--- config.mk ---
export PLATFORM = sky130hd
export DESIGN_NAME = gba_snes_pad_scanner
export DESIGN_NICKNAME = d
export VERILOG_FILES = /design/src/rtl/gba_snes_pad_scanner.sv
export SDC_FILE = /design/constraint.sdc
export NUM_CORES = 1
export LEC_CHECK = 0
export ABC_CLOCK_PERIOD_IN_PS = 2410
export BUFFER_PORTS_ARGS = -buffer_cell sky130_fd_sc_hd__buf_2
export CORE_MARGIN = 2
export CORE_UTILIZATION = 50
export DETAILED_ROUTE_END_ITERATION = 6
export HOLD_SLACK_MARGIN = 0.05
export PLACE_DENSITY = 0.78
export SYNTH_ARGS = -nofsm -noshare
export SYNTH_HDL_FRONTEND = slang
export SYNTH_SLANG_ARGS = --single-unit
--- constraint.sdc ---
create_clock -name fclk -period 2.41 [get_ports fclk]
set_clock_uncertainty 0.15 [all_clocks]
set_input_delay 0.6025 -clock fclk [delete_from_list [all_inputs] [get_ports fclk]]
set_output_delay 0.6025 -clock fclk [all_outputs]
set_load 0.02 [all_outputs]
--- src/rtl/gba_snes_pad_scanner.sv ---
// SNES serial pad scanner feeding the joypad key inputs.
// Define PAD_DEBOUNCE_EN to require two agreeing scans per key change.
`timescale 1ns/1ps
module gba_snes_pad_scanner #(
  parameter int CLK_DIV     = 6,
  parameter int POLL_PERIOD = 100000
) (
  input  logic fclk,
  input  logic rst,
  input  logic pad_data,
  output logic pad_latch,
  output logic pad_clk,
  output logic KeyA,
  output logic KeyB,
  output logic KeySelect,
  output logic KeyStart,
  output logic KeyRight,
  output logic KeyLeft,
  output logic KeyUp,
  output logic KeyDown,
  output logic KeyR,
  output logic KeyL,
  output logic pad_present,
  output logic scan_done
);

  localparam int PW = $clog2(POLL_PERIOD);
  localparam logic [PW-1:0] POLL_LAST = PW'(POLL_PERIOD - 1);
  localparam logic [8:0] LAT_LAST  = 9'(2 * CLK_DIV - 1);
  localparam logic [8:0] HALF_LAST = 9'(CLK_DIV - 1);

  typedef enum logic [2:0] {
    S_IDLE,
    S_LATCH,
    S_LOW,
    S_HIGH,
    S_DONE
  } state_t;

  state_t          r_state;
  state_t          w_nxt;
  logic [PW-1:0]   r_poll;
  logic [8:0]      r_cnt;
  logic [3:0]      r_idx;
  logic [1:0]      r_sync;
  logic [15:0]     r_bits;
  logic [9:0]      r_keys;
  logic            r_latch;
  logic            r_clk;
  logic            r_present;
  logic            r_done;

  logic            w_wrap;
  logic            w_cnt_rst;
  logic            w_idx_clr;
  logic            w_idx_inc;
  logic            w_sample;
  logic            w_done;
  logic            w_absent;
  logic [9:0]      w_dec;

`ifdef PAD_DEBOUNCE_EN
  logic [9:0]      r_hist;
  logic            r_hvld;
  logic [9:0]      w_agree;
`endif

  assign w_wrap   = (r_poll == POLL_LAST);
  assign w_absent = (r_bits == 16'hFFFF);

  // key vector order: L R Down Up Left Right Start Select B A
  assign w_dec = {r_bits[10], r_bits[11], r_bits[5], r_bits[4],
                  r_bits[6], r_bits[7], r_bits[3], r_bits[2],
                  r_bits[0], r_bits[8]};

  always_ff @(posedge fclk or posedge rst) begin
    if (rst) r_state <= S_IDLE;
    else     r_state <= w_nxt;
  end

  always_comb begin
    w_nxt     = r_state;
    w_cnt_rst = 1'b0;
    w_idx_clr = 1'b0;
    w_idx_inc = 1'b0;
    w_sample  = 1'b0;
    w_done    = 1'b0;
    unique case (r_state)
      S_IDLE: begin
        if (w_wrap) begin
          w_nxt     = S_LATCH;
          w_cnt_rst = 1'b1;
        end
      end
      S_LATCH: begin
        if (r_cnt == LAT_LAST) begin
          w_nxt     = S_LOW;
          w_cnt_rst = 1'b1;
          w_idx_clr = 1'b1;
        end
      end
      S_LOW: begin
        if (r_cnt == HALF_LAST) begin
          w_nxt     = S_HIGH;
          w_cnt_rst = 1'b1;
          w_sample  = 1'b1;
        end
      end
      S_HIGH: begin
        if (r_cnt == HALF_LAST) begin
          w_cnt_rst = 1'b1;
          if (r_idx == 4'd15) begin
            w_nxt = S_DONE;
          end else begin
            w_nxt     = S_LOW;
            w_idx_inc = 1'b1;
          end
        end
      end
      S_DONE: begin
        w_nxt  = S_IDLE;
        w_done = 1'b1;
      end
      default: w_nxt = S_IDLE;
    endcase
  end

  always_ff @(posedge fclk or posedge rst) begin
    if (rst) begin
      r_poll  <= '0;
      r_cnt   <= '0;
      r_idx   <= '0;
      r_sync  <= 2'b11;
      r_bits  <= '0;
      r_latch <= 1'b0;
      r_clk   <= 1'b1;
    end else begin
      r_poll  <= w_wrap ? '0 : r_poll + 1'b1;
      r_sync  <= {r_sync[0], pad_data};
      if (w_cnt_rst || r_state == S_IDLE) r_cnt <= '0;
      else                                r_cnt <= r_cnt + 1'b1;
      if (w_idx_clr)      r_idx <= '0;
      else if (w_idx_inc) r_idx <= r_idx + 1'b1;
      if (w_sample) r_bits[r_idx] <= ~r_sync[1];
      // pins follow the next state so they change on the state edge
      r_latch <= (w_nxt == S_LATCH);
      r_clk   <= (w_nxt != S_LOW);
    end
  end

`ifdef PAD_DEBOUNCE_EN
  assign w_agree = ~(w_dec ^ r_hist);
`endif

  always_ff @(posedge fclk or posedge rst) begin
    if (rst) begin
      r_keys    <= '0;
      r_present <= 1'b0;
      r_done    <= 1'b0;
`ifdef PAD_DEBOUNCE_EN
      r_hist    <= '0;
      r_hvld    <= 1'b0;
`endif
    end else begin
      r_done <= w_done;
      if (w_done) begin
        if (w_absent) begin
          r_keys    <= '0;
          r_present <= 1'b0;
`ifdef PAD_DEBOUNCE_EN
          r_hist    <= '0;
          r_hvld    <= 1'b0;
`endif
        end else begin
          r_present <= 1'b1;
`ifdef PAD_DEBOUNCE_EN
          if (r_hvld)
            r_keys <= (w_agree & w_dec) | (~w_agree & r_keys);
          r_hist <= w_dec;
          r_hvld <= 1'b1;
`else
          r_keys <= w_dec;
`endif
        end
      end
    end
  end

  assign pad_latch   = r_latch;
  assign pad_clk     = r_clk;
  assign pad_present = r_present;
  assign scan_done   = r_done;
  assign KeyA        = r_keys[0];
  assign KeyB        = r_keys[1];
  assign KeySelect   = r_keys[2];
  assign KeyStart    = r_keys[3];
  assign KeyRight    = r_keys[4];
  assign KeyLeft     = r_keys[5];
  assign KeyUp       = r_keys[6];
  assign KeyDown     = r_keys[7];
  assign KeyR        = r_keys[8];
  assign KeyL        = r_keys[9];

endmodule

==> out/metrics.yaml <==
critical_path:
  reg2reg_depth: 4
  startpoint_type: "register"
  r2r_setup_slack_ns: 0.09
  worstSetupPathType: "register to register"
  crit_path_cell_trace: "or4_4 -> or4_4 -> or3_1 -> a21oi_1"
  worstPathArrival_ns: 2.43
  path_common_cell: "or4_4"
  critPathMaxFanout: 7
  end_kind: "register"
  slowest_delay_ns: 0.59
  critPathRequiredTime_ns: 2.52
  cp_slowest_cell: "or4_4"
logic_synthesis:
  ys_ff_latch: 65
  synth_area_um2: 3019
  async_flop_share_pct: 100.0
  postSynthCellCount: 279
  yosysTopAreaCell: "dfrtp_1"
  ys_warn_count: 0
  ys_seq_area_share_pct: 54.00
  avgSynthCellArea_um2: 10.82
  synth_edf_count: 0
  synth_fp_nets: 289
  synth_commonest_cells: "dfrtp_1, nor2_1, nand2_1, a31oi_1"
  ys.flop_type: "dfrtp_1"
  yosysMostFrequentCell: "dfrtp_1"
  synth_cell_type_count: 43
  synth_area_leaders: "dfrtp_1, a41oi_1, a22o_1"
  synth_top_area_share_pct: 51.39
floorplanning:
  rows: 28
  die_y_um: 81.71
  initial_core_util_pct: 51.30
  ioPinCount: 17
  die_w_um: 81.71
  dieArea_um2: 6676
  core_um2: 5886
detailed_routing:
  drt_drc_violations_left: 0
  num_vias: 2277
  drtIter0Drc: 246
  first_pass_iters: 4
  routed_wl_mm: 5.971
  ant_nets: 0
  wire_per_inst_um: 15.47
  routed_via_density: 5.899
global_route:
  grt_overflow: 0
  gr-usage-all-layers_pct: 19.80
  antenna_found_initial: 0
  grt_pass1_vias: 2217
  grt_pass1_wl_mm: 10.14
  grt_max_degree: 29
timing:
  setup_viol_count_final: 0
  fmax_ghz: 0.4319
  maxSlewViolCount: 0
  fin_crit_sh_pct: 96.07
  slew_headroom_pct: 50.96
  finalHoldViolations: 0
  fin_crit_ns: 2.315
  fin_setup_tns_ns: 0
  rsz0062_at_grt: "false"
  max_slew.worst_pin.slew_ns: 0.7328
finish:
  multi_input_area_um2: 1296
  fill_cells: 493
  regArea_um2: 1630
  area_delta_synth_final_pct: 14.13
  nNetsFinal: 316
  diodes: 0
  drive_above_1_share_pct: 18.65
  final_util_pct: 58.55
clocking:
  cts_resized: 0
  worstSkewPairLatency_ns: 0.34
  cts_tree: "done"
  cts_buffer_depth: 2
  clockRootBuffer: "clkbuf_8"
  hold_buffers: 1
  cts-htree-levels: 3
  clkSinkCount: 65
  clk_pin_slew_ns: 0.07
  cts-buffers-inserted: 9
  cts_setup_buffers: 0
job:
  cap_violations: 0
pwr:
  peakVddDrop_uv: 308.7
  p_per_area_nw_per_um2: 590.9
  leakage_uw: 0.001520
run_status:
  outcome: "finished clean"
placed_design:
  place_hpwl_mm: 4.168
  gp_congestion: 0.8276
  io_buffers: 16
hold_path:
  min_path_type: "register to register"
  hold_depth: 0
per-stage QoR:
step | setup WS (ns) | cell area (um2) | power (uW) | cells | hold slack (ns)
floorplan | 0.03601 | 3019 | 1134 | 279 | 0.1952
global placement | 0.1532 | 3239 | 1144 | 369 | 0.1980
detailed placement | 0.1015 | 3239 | 1145 | 369 | 0.1973
CTS | 0.09571 | 3446 | 2053 | 386 | 0.2063
global route | 0.02508 | 3446 | 2114 | 386 | 0.2101
finish | 0.09474 | 3446 | 2036 | 386 | 0.2140
final cells by class:
| type | instances | area share, % |
|---|---|---|
| Multi-Input combinational cell | 190 | 37.62 |
| Timing Repair Buffer | 31 | 5.664 |
| Sequential cell | 65 | 47.31 |
| Clock buffer | 11 | 4.103 |
| Tap cell | 75 | 2.723 |
| Inverter | 9 | 0.9804 |
| Clock inverter | 5 | 1.598 |
kinds of logic (layout without fill, tap and decap cells):
| kind of cell | count (synthesis) | in the layout | synth area share, % |
|---|---|---|---|
| and+or+nand+nor | 98 | 98 | 18.40 |
| AOI/OAI and AO/OA | 65 | 65 | 15.66 |
| DFF | 65 | 65 | 54.00 |
| buffers and inverters | 24 | 56 | 3.232 |
| xor gates and xnor gates | 20 | 20 | 5.802 |
| adders and majority gates | 7 | 7 | 2.901 |
final timing paths:
check	endpoint	startpoint
max in group asynchronous	r_sync[1]$_DFF_PP1_	rst
setup reg to reg	r_idx[3]$_DFFE_PP0P_	r_cnt[4]$_DFF_PP0_
hold reg to reg	r_sync[1]$_DFF_PP1_	r_sync[0]$_DFF_PP1_
min in group asynchronous	r_poll[13]$_DFF_PP0_	rst
setup / recovery	r_idx[3]$_DFFE_PP0P_	r_cnt[4]$_DFF_PP0_
hold / removal	r_sync[1]$_DFF_PP1_	r_sync[0]$_DFF_PP1_
critical path, delay by kind of cell (launching register included):
kind	cells	cell delay, ns
compound gates	1	0.14
flops	1	0.43
simple gates	3	1.53
routing by layer:
metal / vias to the layer above / wire length, um / GRT usage [%]
li1: 1095 / - / -
met4: 0 / 82 / 7.333
met3: 9 / 283 / 5.275
met1: 1105 / 2644 / 25.09
met2: 68 / 2960 / 32.62
met5: - / 0 / 0
power by group:
| group | internal, uW | switching [uW] | total, uW |
|---|---|---|---|
| clock | 502 | 410 | 912 |
| combinational | 4.57 | 21.2 | 25.8 |
| sequential | 1090 | 4.15 | 1100 |
| total | 1600 | 436 | 2040 |
state kept, by name, summed over array words and instances (netlist names):
signal / cells
r_poll: 17
r_bits: 16
r_keys: 10
r_cnt: 9
r_idx: 4
r_state: 3
r_sync: 2
pad_clk: 1
pad_latch: 1
pad_present: 1
scan_done: 1
placed cells by master, fill, tap and decap left out, types with 13 or more instances in the layout:
cell type,instances
a31oi_1,14
buf_4,14
nand2_1,16
a41oi_1,13
nand4_1,13
buf_2,16
nor2_1,23
dfrtp_1,62
Power figures use the tool's default switching activity.
